`src/rtl/edge_pulse_pkg.sv`:
```
// Shared definitions for the edge_pulse generator: edge-select encodings,
// channel state encoding, parameter limits and the edge-select helper.
package edge_pulse_pkg;

    typedef enum logic [1:0] {
        EDGE_OFF  = 2'b00,
        EDGE_RISE = 2'b01,
        EDGE_FALL = 2'b10,
        EDGE_BOTH = 2'b11
    } edge_mode_t;

    typedef enum logic {
        ST_IDLE   = 1'b0,
        ST_ACTIVE = 1'b1
    } chan_state_t;

    localparam int PULSE_LEN_MIN = 1;
    localparam int PULSE_LEN_MAX = 255;
    localparam int CHANNELS_MAX  = 32;

    function automatic logic edge_sel(input logic [1:0] mode,
                                      input logic       rise,
                                      input logic       fall);
        logic sel;
        sel = 1'b0;
        case (mode)
            EDGE_RISE: sel = rise;
            EDGE_FALL: sel = fall;
            EDGE_BOTH: sel = rise | fall;
            default:   sel = 1'b0;
        endcase
        return sel;
    endfunction

endpackage

```
`src/rtl/edge_pulse_chan.sv`:
```
// One edge_pulse channel: optional synchroniser (EDGE_PULSE_SYNC_EN), edge detect, pulse counter, sticky flag.
// Pulse rises one edge after the input transition is sampled (+2 with the synchroniser); no backpressure.
module edge_pulse_chan
    import edge_pulse_pkg::*;
#(
    parameter int PULSE_LEN = 1,
    parameter int CNT_W     = 1
) (
    input  logic       clk,
    input  logic       rst_n,
    input  logic       sig,
    input  logic [1:0] mode,
    input  logic       clr,
    output logic       pulse,
    output logic       sticky
);

    localparam logic [CNT_W-1:0] LOAD = CNT_W'(PULSE_LEN);
    localparam logic [CNT_W-1:0] ONE  = CNT_W'(1);

    logic sig_s;
    logic arm_ok;

`ifdef EDGE_PULSE_SYNC_EN
    logic [1:0] sync;
    logic [1:0] warm;

    // Arming waits until both synchroniser stages hold post-reset samples.
    always_ff @(posedge clk) begin
        if (!rst_n) begin
            sync <= 2'b00;
            warm <= 2'd0;
        end else begin
            sync <= {sync[0], sig};
            if (warm != 2'd2) begin
                warm <= warm + 2'd1;
            end
        end
    end

    assign sig_s  = sync[1];
    assign arm_ok = (warm == 2'd2);
`else
    assign sig_s  = sig;
    assign arm_ok = 1'b1;
`endif

    logic             prev;
    logic             arm;
    logic [CNT_W-1:0] cnt;
    logic [CNT_W-1:0] cnt_nxt;
    chan_state_t      state;
    chan_state_t      state_nxt;
    logic             sticky_nxt;
    logic             rise;
    logic             fall;
    logic             hit;

    always_ff @(posedge clk) begin
        if (!rst_n) begin
            prev   <= 1'b0;
            arm    <= 1'b0;
            cnt    <= '0;
            state  <= ST_IDLE;
            sticky <= 1'b0;
        end else begin
            prev   <= sig_s;
            arm    <= arm_ok;
            cnt    <= cnt_nxt;
            state  <= state_nxt;
            sticky <= sticky_nxt;
        end
    end

    always_comb begin
        state_nxt  = state;
        cnt_nxt    = cnt;
        rise       = sig_s & ~prev;
        fall       = ~sig_s & prev;
        hit        = arm & edge_sel(mode, rise, fall);
        sticky_nxt = hit | (sticky & ~clr);

        // Off mode also truncates a pulse that is already running.
        if (mode == EDGE_OFF) begin
            state_nxt = ST_IDLE;
            cnt_nxt   = '0;
        end else if (hit) begin
            state_nxt = ST_ACTIVE;
            cnt_nxt   = LOAD;
        end else begin
            case (state)
                ST_ACTIVE: begin
                    cnt_nxt = cnt - ONE;
                    if (cnt == ONE) begin
                        state_nxt = ST_IDLE;
                    end
                end
                default: begin
                    state_nxt = ST_IDLE;
                    cnt_nxt   = '0;
                end
            endcase
        end
    end

    assign pulse = (state == ST_ACTIVE);

endmodule

```
`src/rtl/edge_pulse.sv`:
```
// Multi-channel edge-to-pulse generator; EDGE_PULSE_SYNC_EN adds a two-flop input synchroniser.
// Pulse latency one edge (three with synchroniser); no backpressure, outputs are free-running strobes.
module edge_pulse
    import edge_pulse_pkg::*;
#(
    parameter int CHANNELS  = 4,
    parameter int PULSE_LEN = 1,
    parameter int CNT_W     = $clog2(PULSE_LEN + 1)
) (
    input  logic                  i_clk,
    input  logic                  i_rst_n,
    input  logic [CHANNELS-1:0]   i_sig,
    input  logic [2*CHANNELS-1:0] i_mode,
    input  logic [CHANNELS-1:0]   i_clr,
    output logic [CHANNELS-1:0]   o_pulse,
    output logic [CHANNELS-1:0]   o_sticky,
    output logic                  o_any
);

    if (PULSE_LEN < PULSE_LEN_MIN || PULSE_LEN > PULSE_LEN_MAX) begin : g_bad_len
        $error("edge_pulse: PULSE_LEN out of range");
    end

    if (CHANNELS < 1 || CHANNELS > CHANNELS_MAX) begin : g_bad_chan
        $error("edge_pulse: CHANNELS out of range");
    end

    for (genvar n = 0; n < CHANNELS; n++) begin : g_chan
        edge_pulse_chan #(
            .PULSE_LEN (PULSE_LEN),
            .CNT_W     (CNT_W)
        ) u_chan (
            .clk    (i_clk),
            .rst_n  (i_rst_n),
            .sig    (i_sig[n]),
            .mode   (i_mode[2*n+1:2*n]),
            .clr    (i_clr[n]),
            .pulse  (o_pulse[n]),
            .sticky (o_sticky[n])
        );
    end

    assign o_any = |o_pulse;

endmodule
```
`config.mk`:
```
export PLATFORM = sky130hd
export DESIGN_NAME = edge_pulse
export DESIGN_NICKNAME = d
export VERILOG_FILES = /design/src/rtl/edge_pulse_pkg.sv /design/src/rtl/edge_pulse_chan.sv /design/src/rtl/edge_pulse.sv
export SDC_FILE = /design/constraint.sdc
export NUM_CORES = 1
export LEC_CHECK = 0
export BUFFER_PORTS_ARGS = -buffer_cell sky130_fd_sc_hd__buf_2
export CORE_UTILIZATION = 50
export CTS_BUF_LIST = sky130_fd_sc_hd__clkbuf_8
export DETAILED_ROUTE_END_ITERATION = 10
export GPL_TIMING_DRIVEN = 0
export PLACE_DENSITY = 0.8
export SETUP_SLACK_MARGIN = 0.5
export SLEW_MARGIN = 10
export SYNTH_ARGS = -nofsm -noshare
export SYNTH_HDL_FRONTEND = slang
export SYNTH_HIERARCHICAL = 1
export SYNTH_SLANG_ARGS = --single-unit
```
`constraint.sdc`:
```
create_clock -name i_clk -period 1.37 [get_ports i_clk]
set_input_delay 0.274 -clock i_clk [delete_from_list [all_inputs] [get_ports i_clk]]
set_output_delay 0.274 -clock i_clk [all_outputs]
set_load 0.01 [all_outputs]
```
Word level (Yosys, flattened, before mapping)
Cells that the tools add are included.

Register bits: 17. Output and inout port bits: 9.

Mux-type cells: 25. Equality and inequality tests: 12. Bitwise operators: 37. $add $sub $neg: 4. Reductions and logical operators: 9.

Operators with widths (count): two-way mux 1 bit (21); bitwise AND 1 bit (16); equality test 2 bit, second input constant (8); inverter 1 bit (13); one-hot mux 1 bit (3 select lines) (4); equality test 2 x 1 -> 1 bit, second input constant (4); logical NOT 2 bit (4); OR 1 bit (8); OR reduction 2 bit (4); OR reduction 4 bit (1); subtractor 1 bit, second input constant (4).

Logic depth before layout (Yosys ltp)
Gate-level depths: netlist of run 1.

Word-level depth: 6. Mapped depth: 5.

Hierarchy
The synthesis of run 1 kept the hierarchy.

Modules (own cells, without submodules): edge_pulse_chan (times used 4, area each 192.7 um^2, cells each 20); edge_pulse (times used 1, area each 7.5 um^2, cells each 1).

Least setup slack after synthesis of run 1
OpenSTA, ideal clock, no wires.

Path kind: register to output. Start: register, netlist name g_chan[1].u_chan/cnt. End: output o_any. Path slack: 0.205 ns. Path buffers: 0. Required time: 1.096 ns. Data arrival time: 0.891 ns. Cell stages (with the launch flop): 2. Cell sequence: dfxtp_1 -> or4_1.

RTL lines: end, declared (RTL line edge_pulse.sv:17) `output logic o_any`.

==> qor.yml, run 1 <==
run_status:
  outcome: "complete, but fails checks"
  violations: "setup timing"
cts:
  clk_latency_ps: 250
  cts_made_buffers: 3
  cts_tree: "done"
  cts_root_buf: "clkbuf_8"
  ctsHtreeMaxLevel: 1
  clk_path_buf_depth: 2
  path_clk_slew_ps: 60
  cts_sinks: 16
placement:
  dpl.hpwl_um: 1150
  globalplace.congestion: 0.789
  port_buffers: 26
  placedCellCount: 122
  place_area_mm2: 0.00107
floorplanning:
  ios: 27
  die_w_um: 41.5
  die_area_mm2: 0.00172
  num_rows: 13
  fp.coreArea_mm2: 0.00137
  die_h_um: 41.5
  initial_core_util: 0.570
cells_and_area:
  fin_nets: 138
  areaGrowthSynthToFinish_pct: 56.1
  fin_area_mm2: 0.00121
  diodes: 0
  final_util: 0.889
  nFillCells: 70
  final_cells: 126
  drive_above_1_share: 0.685
grt:
  overflow: 0
  grt_util_met1: 0.203
  grt_max_degree: 17
  grtUsageMet2: 0.338
  top_usage_layer: "met2"
  grt_util_all_layers: 0.197
  grtUsageMet3: 0.0913
  grt_pass1_vias: 638
  grt_first_pass_wirelength_um: 2580
  antenna_found_initial: 0
detailed_routing:
  drtIter0Drc: 0
  drc_errors: 0
  wl_per_cell_um: 14.0
  drt_pass1_iterations: 1
  vias: 664
  routed_via_density: 5.27
  wirelength_um: 1760
  antenna_left: 0
yosys:
  synth_nets: 107
  synth_top_area_frac: 0.412
  yosysWarnings: 6
  ys_seq_area_frac: 0.412
  synth_area_leaders: "dfxtp_1 41%, ha_1 13%, nor2b_4 7.1%"
  netlist_instances: 81
  yosysUniqueCellTypes: 14
  synth_area_um2: 778
  ys_seq_elements: 16
  synth_largest_area_cell: "dfxtp_1"
  avgSynthCellArea_um2: 9.61
worst_setup_path:
  rr_startpoint: "g_chan[1].u_chan/prev"
  critPathLaunch: "g_chan[2].u_chan/cnt"
  critical_path.slowest_cell: "or4_4"
  critPathLaunchType: "flip-flop"
  crit_family: "simple AND/OR/NAND/NOR gates"
  crit_path_max_incr_delay_ps: 530
  critical_path_arrival_ps: 1240
  setup.worst_path.end_class: "output pin"
  path_class: "flip-flop to output pin"
  required_ps: 1100
  cp.buffers_inverters: 1
  critPathMaxFanout: 2
  path_cells: "or4_4 -> buf_6"
sta:
  rsz0062_at_grt: "true"
  slew_headroom: 0.850
  period_needed_ps: 1520
  slew_viol_final: 0
  final-hold-violation-count: 0
  fin_ws_ps: -147
  setup_viol_count_final: 1
  fmax_ghz: 0.659
  clock_skew_ps: 3.45
  worst_pin_slew_ps: 225
  fin_crit_sh: 1.11
pwr:
  power_switching_mw: 0.274
  intPower_mw: 0.862
  p_leak_nw: 0.527
  powerDensity_mw_per_mm2: 935
  finalPower_mw: 1.14
  worst_ir_drop_vdd_mv: 0.956
  clockPowerShare: 0.363
  p_comb_frac: 0.188
  p_seq_frac: 0.449
  switching_share: 0.241
min_path:
  hold_class: "input pin to flip-flop"
  holdCritStartpoint: "i_rst_n"
run:
  max_cap_violations: 0
-- worst reg2reg max path: cells and delay by family (launching register included) --
family                   cells  cell delay [ps]
flip-flops                   1              330
AO/OA/AOI/OAI                2              300
adder cells (fa/ha/maj)      1              270
AND/OR/NAND/NOR              1               40
-- timing repair --
item / 4_1_cts / 5_1_grt
endpoints found under the setup margin: 17 / 17
buffers inserted: 0 / 0
hold buffers: 0 / 0
pin swaps: 8 / 1
gates resized for setup: 17 / 6
endpoints found under the hold margin: 0 / 0
-- Yosys cell counts --
master    number
nor2b_1        4
dfxtp_1       16
o211ai_1       4
ha_1           8
o21ai_1        4
inv_1         12
or4_1          1
nand2_1        8
a21boi_1       4
a21oi_1        4
nor2b_4        4
a32oi_1        4
and2_1         4
nor2b_2        4
-- cells by family after synthesis --
kind of cell	Yosys count	synth area share
AND/OR/NAND/NOR	25	0.228
adder cells (fa/ha/maj)	8	0.129
buffers and inverters	12	0.0579
AO/OA/AOI/OAI	20	0.174
flip-flops	16	0.412
-- layout by cell type, fill, tap and decap left out --
cell      Yosys  final
a21boi_1      4      4
a21oi_1       4      2
a21oi_2       0      2
a32oi_1       4      4
and2_1        4      4
buf_2         0     18
buf_6         0      8
clkbuf_8      0      4
dfxtp_1      16      4
dfxtp_2       0     12
ha_4          0      8
inv_1        12      4
inv_2         0      8
nand2_1       8      8
nor2b_2       4      1
nor2b_4       4     11
o211ai_1      4      4
o21ai_1       4      1
o21ai_2       0      3
or4_4         0      1
-- metal layers --
metal	vias up	routed length [um]
met3	8	117
met1	300	650
met4	0	64
met2	26	927
li1	330	-
met5	-	0
-- cell type report --
class / count / area (um^2) / share of cell area
inverter: 12 / 45.0 / 0.0371
multi-input combinational: 53 / 581 / 0.478
timing repair buffer: 26 / 180 / 0.148
tap: 15 / 18.8 / 0.0154
clock buffer: 4 / 55.1 / 0.0453
sequential: 16 / 335 / 0.276
-- power by group through the flow --
stage               clock network [mW]  logic (mW)  registers (mW)
CTS                              0.422       0.198           0.509
detailed placement                   0       0.178           0.515
global placement                     0       0.173           0.515
floorplan                            0      0.0999           0.518
finish                           0.412       0.214           0.510
global route                     0.439       0.234           0.512
-- registers in the layout, summed over array words and instances, names as in the netlist --
| name | count |
|---|---|
| g_chan.u_chan/sticky | 4 |
| g_chan.u_chan/prev | 4 |
| g_chan.u_chan/arm | 4 |
| g_chan.u_chan/cnt | 4 |
-- per-stage QoR --
step / TNS [ps] / hold WS (ps) / setup WS [ps]
after floorplan: 0 / 302 / 240
after global placement: 0 / 441 / 130
after detailed placement: 0 / 449 / 124
after CTS: -146 / 276 / -146
after global routing: -169 / 287 / -169
final: -147 / 279 / -147
-- worst paths after layout --
path | slack, ps | endpoint | depth (start not counted)
max | -150 | o_any | 2
min | 280 | g_chan[2].u_chan/arm | 1
max reg2reg | 300 | g_chan[1].u_chan/sticky | 4
min reg2reg | 460 | g_chan[0].u_chan/cnt | 2
(Power assumes the default switching activity.)
==> run 2, diff against run 1 <==
Settings changed: BUFFER_PORTS_ARGS -buffer_cell sky130_fd_sc_hd__buf_2 to default, CORE_UTILIZATION 50 to 56, DONT_BUFFER_PORTS from default to 1, PLACE_DENSITY 0.8 to 0.71.
==> run 2 against run 1 <==
Against the previous run:
- the flow still finishes with violations (setup timing)
- final area shrank 16%
- critical path depth shrank 1
- via count shrank 16%
==> qor.yml, run 2 (synthesized netlist as in run 1, its figures left out) <==
run_status:
  outcome: "complete, but fails checks"
  violations: "setup timing"
cts:
  cts_root_buf: "clkbuf_8"
  path_clk_slew_ps: 60  # about the same
  ctsHtreeMaxLevel: 1  # unchanged
  hold_buffers: 0  # unchanged
  cts_tree: "done"
  clk_latency_ps: 250  # about the same
  clk_path_buf_depth: 2  # unchanged
  post_cts_buffers: 0  # unchanged
  cts_sinks: 16  # unchanged
  cts_made_buffers: 3  # unchanged
cells_and_area:
  seqCellArea_um2: 335  # unchanged
  fin_nets: 112  # -19%
  final_util: 0.787  # -0.103
  nFillCells: 83  # +19%
  layout_common_cells: "12 x dfxtp_2, 11 x nor2b_4, 8 x inv_2, 8 x nand2_1, 8 x ha_4"
  multi_input_area_um2: 569  # -1.9%
  areaGrowthSynthToFinish_pct: 31.5
  layout_commonest_cell: "dfxtp_2"
  drive_above_1_share: 0.553  # -0.132
  diodes: 0  # unchanged
detailed_routing:
  wirelength_um: 1340  # -24%
  antenna_left: 0  # unchanged
  vias: 559  # -16%
  routed_via_density: 5.59  # +6.1%
  drtIter0Drc: 11  # +11
  drc_errors: 0  # unchanged
  wl_per_cell_um: 13.4  # -4.4%
  drt_pass1_iterations: 4  # +3
floorplanning:
  die_h_um: 39.3  # -5.2%
  die_area_mm2: 0.00154  # -10%
  num_rows: 13  # unchanged
  fp.coreArea_mm2: 0.00130  # -4.8%
  initial_core_util: 0.598  # +0.0285
  ios: 27  # unchanged
  die_w_um: 39.3  # -5.2%
grt:
  antenna_found_initial: 0  # unchanged
  grt_max_degree: 17  # unchanged
  grt_pass1_vias: 475  # -26%
  grt_first_pass_wirelength_um: 1770  # -31%
  overflow: 0  # unchanged
  grt_util_all_layers: 0.182  # -0.0150
min_path:
  hold_class: "input pin to flip-flop"
sta:
  worst_pin_slew_ps: 174  # -50.8 ps
  period_needed_ps: 1400  # -114 ps
  fin_crit_sh: 1.02  # -0.0834
  fmax_ghz: 0.713  # +8.2%
  final-hold-violation-count: 0  # unchanged
  setup_viol_count_final: 1  # unchanged
  clock_skew_ps: 0.998  # -2.45 ps
  fin_ws_ps: -32.3  # +114 ps
  slew_viol_final: 0  # unchanged
  slew_headroom: 0.883  # +0.0333
  whs_ps: 47.9  # -231 ps
  rsz0062_at_grt: "true"
pwr:
  intPower_mw: 0.826  # -4.3%
  worst_ir_drop_vdd_mv: 0.831  # -13%
  p_leak_nw: 0.405  # -23%
  p_comb_frac: 0.123  # -0.065
  power_switching_mw: 0.226  # -17%
  switching_share: 0.215  # -0.0261
  clockPowerShare: 0.389  # +0.026
  powerDensity_mw_per_mm2: 1030  # +9.9%
  p_seq_frac: 0.488  # +0.039
worst_setup_path:
  reg2reg_setup_slack_ps: 320  # +20 ps
  path_class: "flip-flop to output pin"
  path_cells: "or4_4"
  critPathMaxFanout: 2  # unchanged
  crit_path_max_incr_delay_ps: 550  # +20 ps
  crit_family: "simple AND/OR/NAND/NOR gates"
  cp.buffers_inverters: 0  # -1
  setup.worst_path.end_class: "output pin"
  required_ps: 1100  # about the same
  critical_path_arrival_ps: 1130  # -110 ps
  critical_path.slowest_cell: "or4_4"
  critPathLaunchType: "flip-flop"
placement:
  port_buffers: 0  # -100%
  globalplace.congestion: 0.603  # -24%
  dpl.hpwl_um: 985  # -15%
run:
  max_cap_violations: 0  # unchanged
==> run 2: cell count changes in the layout (fill, tap and decap cells not counted) <==
cell     before  now
buf_6         8    0
o21ai_1       1    2
o21ai_2       3    2
buf_2        18    0
a21oi_1       2    4
a21oi_2       2    0
==> run 2: cell type report <==
class	count	area share
Tap cell	15	0.0183
Clock buffer	4	0.0538
Inverter	12	0.0440
Sequential cell	16	0.328
Multi-Input combinational cell	53	0.556
==> run 2: routing by layer <==
metal / share of wire / global-route usage / up-vias
met2: 0.47 / 0.300 / 22
met5: 0 / 0 / -
met1: 0.43 / 0.181 / 255
met3: 0.080 / 0.0966 / 4
met4: 0.017 / 0.103 / 0
li1: - / - / 278
==> run 2: worst paths after layout <==
| check | to | startpoint | cells past startpoint |
|---|---|---|---|
| setup / recovery | o_any | g_chan[2].u_chan/cnt | 1 |
| hold / removal | g_chan[1].u_chan/arm | i_rst_n | 0 |
| setup reg to reg | g_chan[0].u_chan/sticky | g_chan[0].u_chan/prev | 5 |
| hold reg to reg | g_chan[0].u_chan/cnt | g_chan[0].u_chan/arm | 2 |
==> run 2: repair_timing <==
item	in CTS	in global routing
pin swaps	9	2
gates resized for setup	7	5
setup endpoints to repair	17	17
==> run 2: power groups by stage <==
| stage | logic (mW) | registers, mW | clock network, mW |
|---|---|---|---|
| global route | 0.144 | 0.515 | 0.435 |
| detailed placement | 0.115 | 0.522 | 0 |
| finish | 0.130 | 0.513 | 0.409 |
| CTS | 0.117 | 0.513 | 0.422 |
| global placement | 0.111 | 0.520 | 0 |
| floorplan | 0.0999 | 0.518 | 0 |
==> run 2: stage by stage <==
step	instance area [um^2]	setup TNS (ps)	worst slack (ps)	instances	power, mW
floorplan	918	0	240	81	0.618
global placement	937	0	234	96	0.632
detailed placement	937	0	234	96	0.637
CTS	1000	-41.0	-41.0	100	1.05
global route	1020	-65.4	-65.4	100	1.09
finish	1020	-32.3	-32.3	100	1.05
